[config.mk]
export PLATFORM = sky130hd
export DESIGN_NAME = neuron_mac_ctrl_flat
export DESIGN_NICKNAME = d
export VERILOG_FILES = /design/src/rtl/neuron_mac_ctrl_if.sv /design/src/rtl/neuron_mac_ctrl.sv /design/src/flat_wrapper.sv
export SDC_FILE = /design/constraint.sdc
export NUM_CORES = 1
export LEC_CHECK = 0
export ABC_AREA = 1
export BUFFER_PORTS_ARGS = -buffer_cell sky130_fd_sc_hd__buf_2
export CAP_MARGIN = 20
export CORE_MARGIN = 2
export CORE_UTILIZATION = 45
export CTS_BUF_LIST = sky130_fd_sc_hd__clkbuf_8 sky130_fd_sc_hd__clkbuf_16
export CTS_CLUSTER_SIZE = 20
export DETAILED_ROUTE_END_ITERATION = 10
export GPL_TIMING_DRIVEN = 1
export HOLD_SLACK_MARGIN = 0.05
export PLACE_DENSITY = 0.78
export SLEW_MARGIN = 20
export SYNTH_ARGS = -nofsm -noshare
export SYNTH_HDL_FRONTEND = slang
export SYNTH_SLANG_ARGS = --single-unit
[constraint.sdc]
create_clock -name clk -period 2.15 [get_ports clk]
set_input_delay 0.1075 -clock clk [delete_from_list [all_inputs] [get_ports clk]]
set_output_delay 0.1075 -clock clk [all_outputs]
set_load 0.01 [all_outputs]
[src/rtl/neuron_mac_ctrl_if.sv]
// Operand-fetch, multiplier and result-handshake signals shared by the MAC controller
// and its environment (RAMs, multiplier, activation stage).
interface neuron_mac_ctrl_if #(
    parameter int unsigned BIT    = 8,
    parameter int unsigned ADDR_W = 10,
    parameter int unsigned ACC_W  = 24
);
    logic              start;
    logic              busy;
    logic              rd_en;
    logic [ADDR_W-1:0] addr;
    logic [BIT-1:0]    weight;
    logic [BIT-1:0]    pixel;
    logic [BIT-1:0]    mul_a;
    logic [BIT-1:0]    mul_b;
    logic [2*BIT-2:0]  mul_p;
    logic [ACC_W-1:0]  acc;
    logic              valid;
    logic              ready;

    modport master (
        input  start, weight, pixel, mul_p, ready,
        output busy, rd_en, addr, mul_a, mul_b, acc, valid
    );

    modport slave (
        output start, weight, pixel, mul_p, ready,
        input  busy, rd_en, addr, mul_a, mul_b, acc, valid
    );
endinterface

[src/rtl/neuron_mac_ctrl.sv]
// Dot-product sequencer for one neuron: fetch, multiply (sign-magnitude), accumulate (two's
// complement), hand off over valid/ready. Define MAC_SAT_EN for a saturating add and ovf flag.
module neuron_mac_ctrl #(
    parameter int unsigned BIT    = 8,
    parameter int unsigned LEN    = 784,
    parameter int unsigned ADDR_W = 10,
    parameter int unsigned ACC_W  = 24
) (
    input logic               clk,
    input logic               rst_n,
    neuron_mac_ctrl_if.master bus
`ifdef MAC_SAT_EN
    ,
    output logic              ovf
`endif
);
    localparam int unsigned       PW      = 2 * BIT - 1;
    localparam logic [ADDR_W-1:0] LastIdx = ADDR_W'(LEN - 1);

    typedef enum logic [2:0] {StIdle, StRead, StLoad, StAccum, StDone} state_e;

    state_e            state;
    logic [ADDR_W-1:0] idx;
    logic [ACC_W-1:0]  mag;
    logic [ACC_W-1:0]  term;
    logic [ACC_W-1:0]  sum;
`ifdef MAC_SAT_EN
    logic [ACC_W:0]    wide;
    logic              clamp;
`endif

    // Negative zero negates to zero, so no special case is needed.
    always_comb begin
        mag  = ACC_W'(bus.mul_p[PW-2:0]);
        term = bus.mul_p[PW-1] ? -mag : mag;
`ifdef MAC_SAT_EN
        wide  = {bus.acc[ACC_W-1], bus.acc} + {term[ACC_W-1], term};
        clamp = wide[ACC_W] ^ wide[ACC_W-1];
        sum   = clamp ? {wide[ACC_W], {(ACC_W-1){~wide[ACC_W]}}} : wide[ACC_W-1:0];
`else
        sum   = bus.acc + term;
`endif
    end

    always_ff @(posedge clk or negedge rst_n) begin
        if (!rst_n) begin
            state     <= StIdle;
            idx       <= '0;
            bus.acc   <= '0;
            bus.addr  <= '0;
            bus.mul_a <= '0;
            bus.mul_b <= '0;
            bus.rd_en <= 1'b0;
            bus.valid <= 1'b0;
            bus.busy  <= 1'b0;
`ifdef MAC_SAT_EN
            ovf       <= 1'b0;
`endif
        end else begin
            unique case (state)
                StIdle: begin
                    if (bus.start) begin
                        idx       <= '0;
                        bus.acc   <= '0;
                        bus.addr  <= '0;
                        bus.rd_en <= 1'b1;
                        bus.busy  <= 1'b1;
`ifdef MAC_SAT_EN
                        ovf       <= 1'b0;
`endif
                        state     <= StRead;
                    end
                end
                StRead: begin
                    bus.rd_en <= 1'b0;
                    state     <= StLoad;
                end
                StLoad: begin
                    bus.mul_a <= bus.weight;
                    bus.mul_b <= bus.pixel;
                    state     <= StAccum;
                end
                StAccum: begin
                    bus.acc <= sum;
`ifdef MAC_SAT_EN
                    ovf     <= ovf | clamp;
`endif
                    if (idx == LastIdx) begin
                        state <= StDone;
                    end else begin
                        idx       <= idx + 1'b1;
                        bus.addr  <= idx + 1'b1;
                        bus.rd_en <= 1'b1;
                        state     <= StRead;
                    end
                end
                StDone: begin
                    // valid rises one cycle into DONE; ready only counts once it is visible.
                    if (!bus.valid) begin
                        bus.valid <= 1'b1;
                    end else if (bus.ready) begin
                        bus.valid <= 1'b0;
                        bus.busy  <= 1'b0;
                        state     <= StIdle;
                    end
                end
                default: state <= StIdle;
            endcase
        end
    end
endmodule

[src/flat_wrapper.sv]
// flat-port wrapper written by rule: the top's interface ports become plain ports
module neuron_mac_ctrl_flat 
#(
    parameter int unsigned BIT    = 8,
    parameter int unsigned LEN    = 784,
    parameter int unsigned ADDR_W = 10,
    parameter int unsigned ACC_W  = 24
)
  (clk, rst_n, bus_start, bus_weight, bus_pixel, bus_mul_p, bus_ready, bus_busy, bus_rd_en, bus_addr, bus_mul_a, bus_mul_b, bus_acc, bus_valid);
  neuron_mac_ctrl_if #(.BIT(BIT), .ADDR_W(ADDR_W), .ACC_W(ACC_W)) bus_i ();
  input logic clk;
  input logic rst_n;
  input wire logic [$bits(bus_i.start)-1:0] bus_start;
  input wire logic [$bits(bus_i.weight)-1:0] bus_weight;
  input wire logic [$bits(bus_i.pixel)-1:0] bus_pixel;
  input wire logic [$bits(bus_i.mul_p)-1:0] bus_mul_p;
  input wire logic [$bits(bus_i.ready)-1:0] bus_ready;
  output wire logic [$bits(bus_i.busy)-1:0] bus_busy;
  output wire logic [$bits(bus_i.rd_en)-1:0] bus_rd_en;
  output wire logic [$bits(bus_i.addr)-1:0] bus_addr;
  output wire logic [$bits(bus_i.mul_a)-1:0] bus_mul_a;
  output wire logic [$bits(bus_i.mul_b)-1:0] bus_mul_b;
  output wire logic [$bits(bus_i.acc)-1:0] bus_acc;
  output wire logic [$bits(bus_i.valid)-1:0] bus_valid;
  assign bus_i.start = bus_start;
  assign bus_i.weight = bus_weight;
  assign bus_i.pixel = bus_pixel;
  assign bus_i.mul_p = bus_mul_p;
  assign bus_i.ready = bus_ready;
  assign bus_busy = bus_i.busy;
  assign bus_rd_en = bus_i.rd_en;
  assign bus_addr = bus_i.addr;
  assign bus_mul_a = bus_i.mul_a;
  assign bus_mul_b = bus_i.mul_b;
  assign bus_acc = bus_i.acc;
  assign bus_valid = bus_i.valid;
  neuron_mac_ctrl #(.BIT(BIT), .LEN(LEN), .ADDR_W(ADDR_W), .ACC_W(ACC_W)) u_core (.clk(clk), .rst_n(rst_n), .bus(bus_i));
endmodule
==> flow_summary.ini, run 1 <==
[clock_tree]
cts_tree = yes
ctsHtreeMaxLevel = 2
clkTransAtPathRegs_ps = 110
clkSinkCount = 56
root_buffer = clkbuf_8
insertion_delay_ps = 320
numCtsBuffers = 5
cts_buffer_depth = 2

[finish]
antenna_cells = 0
multiInputGateArea_sq_mm = 0.002957
layout_commonest_cell = nand2_1
layout-drive-gt1-share_pct = 34.19
nNetsFinal = 881
area_growth_pct = 40.17
register_area_sq_mm = 0.001401
final_cell_mix = 200 x nand2_1, 97 x inv_1, 85 x buf_2
fill_cells = 881

[yosys]
synth_fa_ha_area_share_pct = 8.141
synth_compound_area_share_pct = 9.194
synth_xor_area_share_pct = 2.590
yosysWarnings = 0
yosys_register_bits = 56
syn_area_sq_mm = 0.004395
synth_nets = 709
netlist_instances = 646
ys_types = 40
synth-simple-area-share_pct = 34.39
synth-seq-area-share_pct = 31.88
synthMuxAreaShare_pct = 4.099
avgSynthCellArea_sq_um = 6.804
synth_top_family_by_area = simple AND/OR/NAND/NOR gates

[setup_path]
r2r_start = u_core.bus.acc[0]$_DFFE_PN0P_
startpoint_type = primary input
cp_slowest_cell = ha_1
cp.required_ps = 2370
crit_path_end_kind = flip-flop
crit_family = simple AND/OR/NAND/NOR gates
critPathMaxStageDelay_ps = 380
path_buf_inv = 3
r2r_cells = 12
rrSetupSlack_ps = 180
cp_common_cell = nand2_1
arrival_ps = 2270
path_cells = buf_2 -> inv_2 -> nand3_2 -> nor2_4 -> a21oi_1 -> xor2_1 -> ha_1 -> nand2_1 -> buf_4 -> nor2_1 -> nand2_1 -> nand3b_1 -> nand3_1 -> nand2_1 -> nand3_1 -> nand2_1
rr_endpoint = u_core.bus.acc[20]$_DFFE_PN0P_
crit_type = primary input to flip-flop
cp_max_fo = 4

[min_path]
worstHoldStart = bus_ready
hold_path.class = primary input to flip-flop
hold_depth = 4
hold-path-endpoint = u_core.bus.valid$_DFFE_PN0N_

[timing]
max_freq_ghz = 0.4859
tightest_slew_ps = 664.6
finalSetupViolCount = 0
finClkSkew_ps = 9.823
fin_crit_ps = 2058
relSlewSlack_pct = 55.59
finalHoldViolCount = 0
finalMaxSlewViolations = 0
fin_crit_sh_pct = 95.73
fin_tns_setup_ps = 0

[grt]
grtUsageTotal_pct = 24.94
grt_pass1_wl_mm = 20.98
grt_overflow_total = 0
grt_max_degree = 27
grt_pass1_vias = 4619
antenna_found_initial = 0

[pwr]
finalPower_uw = 8158
peakVddDrop_mv = 0.8292
p_per_area_mw_per_mm2 = 1324
power_leakage_uw = 0.003295

[placed_design]
gp_congestion = 0.8825
numPortBuffers = 87
hpwl_mm = 9.489

[floorplan]
coreArea_sq_mm = 0.009639
dieWidth_um = 102.8
die_area_sq_mm = 0.01057
num_io_pins = 88
std_cell_rows = 36
die_h_um = 102.8
start_util_pct = 45.60

[detailed_routing]
drtIter0Drc = 160
drt-pass1-iter-count = 4
drt-total-wl_mm = 12.95
viasPerCell = 5.017
routedWlPerCell_um = 13.60
drc_errors = 0
ant_nets = 0
vias = 4776

[flow_run]
maxCapViolCount = 0

[outcome]
status = completed
==> power breakdown <==
part	switching, uW	internal [uW]
clock	382	235
sequential	452	1530
combinational	3210	2340
==> metrics by stage <==
stage	hold WS, ps	util [%]	area [sq um]	std cells	worst slack (ps)
global placement	131.5	57.53	5545	921	-322.8
CTS	139.1	60.62	5843	947	26.82
global route	193.1	63.91	6161	952	-28.01
floorplan	-188.1	-	4494	646	14.47
detailed placement	143.4	57.53	5545	921	-398.1
finish	135.3	63.91	6161	952	91.82
==> state kept, by name, summed over array words and instances (netlist names) <==
register	flops
u_core.bus.mul_a	8
u_core.bus.addr	10
u_core.state	3
u_core.bus.acc	24
u_core.bus.mul_b	8
u_core.bus.busy	1
u_core.bus.valid	1
u_core.bus.rd_en	1
==> layer usage <==
| metal | part of all wire (%) | GRT usage [%] | up-vias |
|---|---|---|---|
| met5 | 0 | 0 | - |
| met2 | 50 | 45.60 | 139 |
| met3 | 6.2 | 4.678 | 17 |
| met1 | 42 | 30.46 | 2221 |
| li1 | - | - | 2399 |
| met4 | 1.6 | 5.668 | 0 |
==> logic make-up after synthesis <==
kind of cell,Yosys count
mux,16
buf+inv,112
flops,56
fa+ha+maj,28
simple gates,353
compound gates,68
xor+xnor,13
==> worst min-delay path, cell delays in order <==
cell and delay (ps):
buf_2 90, inv_1 60, o21ai_0 90, o21ai_0 80
==> cell type report <==
type	instances	area share, %
inverter	104	6.458
clock buffer	5	1.117
multi-input combinational	478	47.99
clock inverter	3	0.3452
tap	133	2.701
sequential	56	22.75
timing repair buffer	173	18.64
==> synth_stat cells (all sizes together) <==
library cell	count	area, sq um
nor3	7	40.04
nor2	55	229.0
nand3b	5	37.54
xnor2	6	52.55
ha	27	337.8
mux2	16	180.2
a22o	1	8.760
or2	5	33.78
clkbuf	3	11.26
inv	104	390.4
o2111ai	1	8.760
nand2	227	862.1
nand4	8	56.30
o21bai	1	7.510
o21a	1	8.760
buf	5	25.02
nand3	42	227.7
dfrtp	56	1401
a21oi	25	125.1
o31ai	1	7.510
o21ai	33	195.2
and2	2	12.51
fa	1	20.02
a21o	1	7.510
xor2	7	61.31
nor4	2	12.51
o22ai	1	6.260
a32o	2	20.02
a41oi	1	8.760
==> worst max path at each step <==
stage,startpoint,endpoint,slack (ps),cells after the start
final,bus_mul_p[2],u_core.bus.acc[20]$_DFFE_PN0P_,90,16
after CTS,bus_mul_p[1],u_core.bus.acc[20]$_DFFE_PN0P_,30,19
after global placement,bus_mul_p[1],u_core.bus.acc[21]$_DFFE_PN0P_,-320,19
after global routing,u_core.bus.acc[0]$_DFFE_PN0P_,u_core.bus.acc[16]$_DFFE_PN0P_,-30,13
after floorplan,bus_mul_p[0],u_core.bus.acc[19]$_DFFE_PN0P_,10,17
after detailed placement,bus_mul_p[1],u_core.bus.acc[21]$_DFFE_PN0P_,-400,19
==> repair_timing <==
action | CTS | global route
buffers inserted | 1 | 5
hold buffers | 17 | 0
gates resized for setup | 4 | 68
endpoints found under the setup margin | 3 | 13
pin swaps | 5 | 30
hold endpoints to repair | 40 | 0
No activity file was read; power rests on OpenSTA's default activity.
==> run 2, diff against run 1 <==
Settings changed: ABC_AREA 1 to not set, PLACE_DENSITY 0.78 to 0.79.
==> flow_summary.ini, run 2 <==
[finish]
top_regs = u_core.bus.acc (24), u_core.bus.addr (10)
antenna_cells = 0
regMostFlops = u_core.bus.acc
layout_commonest_cell = buf_4
layout-drive-gt1-share_pct = 47.10
register_area_sq_mm = 0.001401
area_growth_pct = 55.26
multiInputGateArea_sq_mm = 0.002725
nNetsFinal = 701
final_cell_mix = 119 x buf_4, 86 x buf_2, 56 x dfrtp_1
largest_reg_flops = 24
fill_cells = 554

[setup_path]
crit_type = primary input to flip-flop
arrival_ps = 3170
startpoint_type = primary input
cp.required_ps = 2410
crit_path_end_kind = flip-flop
rrSetupSlack_ps = -430
cp_max_fo = 4
r2r_cells = 12
r2r_start = u_core.bus.acc[0]$_DFFE_PN0P_
rr_endpoint = u_core.bus.acc[18]$_DFFE_PN0P_

[floorplan]
die_h_um = 96.41
num_io_pins = 88
die_area_sq_mm = 0.009294
start_util_pct = 46.53
dieWidth_um = 96.41
coreArea_sq_mm = 0.008258
std_cell_rows = 33

[grt]
grt_pass1_vias = 4225
grt_pass1_wl_mm = 20.08
grt_max_degree = 21
grtUsageTotal_pct = 27.63
grt_overflow_total = 0
antenna_found_initial = 0

[clock_tree]
cts_buffer_depth = 2
insertion_delay_ps = 320
cts_tree = yes
clkTransAtPathRegs_ps = 110
root_buffer = clkbuf_8
ctsHtreeMaxLevel = 2
clkSinkCount = 56
numCtsBuffers = 5

[min_path]
hold_path.class = primary input to flip-flop
hold-path-endpoint = u_core.bus.valid$_DFFE_PN0N_
hold_depth = 4
worstHoldStart = bus_ready

[timing]
hold_slack_ps = 145.5
rsz0062_at_grt = true
relSlewSlack_pct = 61.69
finalHoldViolCount = 0
tightest_slew_ps = 574.7
fin_crit_ps = 2914
finalSetupViolCount = 17
fin_crit_sh_pct = 135.5
max_freq_ghz = 0.3432
final.setup.worst_slack_ps = -764.1
finClkSkew_ps = 7.962
finalMaxSlewViolations = 0
fin_tns_setup_ps = -7772

[yosys]
synth_nets = 483
synth_top_area_share_pct = 36.47
netlist_instances = 420
yosysTopAreaCell = dfrtp_1
synth_top_cells_by_count = 56 x dfrtp_1, 48 x nand2_1, 38 x o21ai_0, 30 x nor2_1, 27 x ha_1
synth_ff_type = dfrtp_1
ys_types = 60
synth-seq-area-share_pct = 36.47
synth_most_common_cell = dfrtp_1
synth_area_leaders = dfrtp_1 36%, ha_1 8.8%, o21ai_0 4.9%
syn_area_sq_mm = 0.003842
yosysWarnings = 0
synthArstFlopShare_pct = 100.0
avgSynthCellArea_sq_um = 9.149
yosys_register_bits = 56
synth_edf_count = 0

[placed_design]
gp_congestion = 0.9186
hpwl_mm = 8.722
numPortBuffers = 87

[detailed_routing]
drc_errors = 0
ant_nets = 0
drt-pass1-iter-count = 5
viasPerCell = 5.700
drt-total-wl_mm = 13.25
drtIter0Drc = 339
vias = 4241
routedWlPerCell_um = 17.81

[flow_run]
maxCapViolCount = 0

[outcome]
violations = setup timing
status = complete, but fails checks

[pwr]
power_leakage_uw = 0.002880
p_per_area_mw_per_mm2 = 1395
peakVddDrop_mv = 0.5028
-- run 2: stage by stage --
step / total power (uW) / cells / instance area (sq um) / setup WS [ps] / utilization [%]
2_1_floorplan: 4548 / 420 / 3929 / -813.3 / -
3_3_place_gp: 6450 / 703 / 5238 / -1012 / 63.42
3_5_place_dp: 6645 / 703 / 5238 / -1125 / 63.42
4_1_cts: 7708 / 735 / 5699 / -691.0 / 69.02
5_1_grt: 8862 / 744 / 5966 / -916.2 / 72.24
6_report: 8325 / 744 / 5966 / -764.1 / 72.24
-- run 2: layout make-up --
cell class                 instances  share of cell area [%]
clock buffer                       5                   1.154
sequential                        56                   23.49
multi-input combinational        338                   45.68
clock inverter                     3                  0.7131
tap                              105                   2.202
inverter                          10                  0.6292
timing repair buffer             227                   26.13
-- run 2: critical path: stages --
cell,delay (ps)
buf_6,90
or4_4,530
or3_4,370
nor2_2,80
nand2_1,80
nand2_2,100
buf_6,130
xnor2_4,70
ha_4,280
buf_6,100
nand4_1,150
buf_4,200
nor4_4,390
a2111oi_4,130
nor4b_2,220
nand3b_1,140
-- run 2: kinds of logic (layout without fill, tap and decap cells) --
logic type	after synthesis	in the layout	synth area share [%]
fa+ha+maj	28	28	9.313
buf+inv	26	245	2.540
compound gates	117	117	20.48
mux	16	16	4.689
simple gates	144	144	18.98
xor+xnor	33	33	7.522
flops	56	56	36.47
-- run 2: power breakdown --
group,switching (uW),total [uW],internal (uW)
logic,2900,5690,2790
registers,387,1890,1510
clock network,394,743,349
-- run 2: timing repair --
action,4_1_cts,5_1_grt
hold buffers,17,0
hold endpoints to repair,33,0
resized for setup,33,39
buffers inserted,7,10
pin swaps,16,23
setup endpoints to repair,17,19
-- run 2: worst max path at each step --
| stage | startpoint | to | slack, ps | cells past startpoint |
|---|---|---|---|---|
| floorplan | bus_mul_p[6] | u_core.bus.acc[21]$_DFFE_PN0P_ | -810 | 13 |
| global placement | bus_mul_p[6] | u_core.bus.acc[21]$_DFFE_PN0P_ | -1010 | 13 |
| detailed placement | bus_mul_p[6] | u_core.bus.acc[21]$_DFFE_PN0P_ | -1130 | 14 |
| CTS | bus_mul_p[6] | u_core.bus.acc[21]$_DFFE_PN0P_ | -690 | 14 |
| global route | bus_mul_p[6] | u_core.bus.acc[22]$_DFFE_PN0P_ | -920 | 16 |
| finish | bus_mul_p[6] | u_core.bus.acc[22]$_DFFE_PN0P_ | -760 | 16 |
-- run 2: per-layer routing --
layer	GRT usage (%)	part of all wire (%)
met5	0	0
met2	49.42	51
met1	34.02	40
met4	10.09	3.1
met3	3.569	5.2
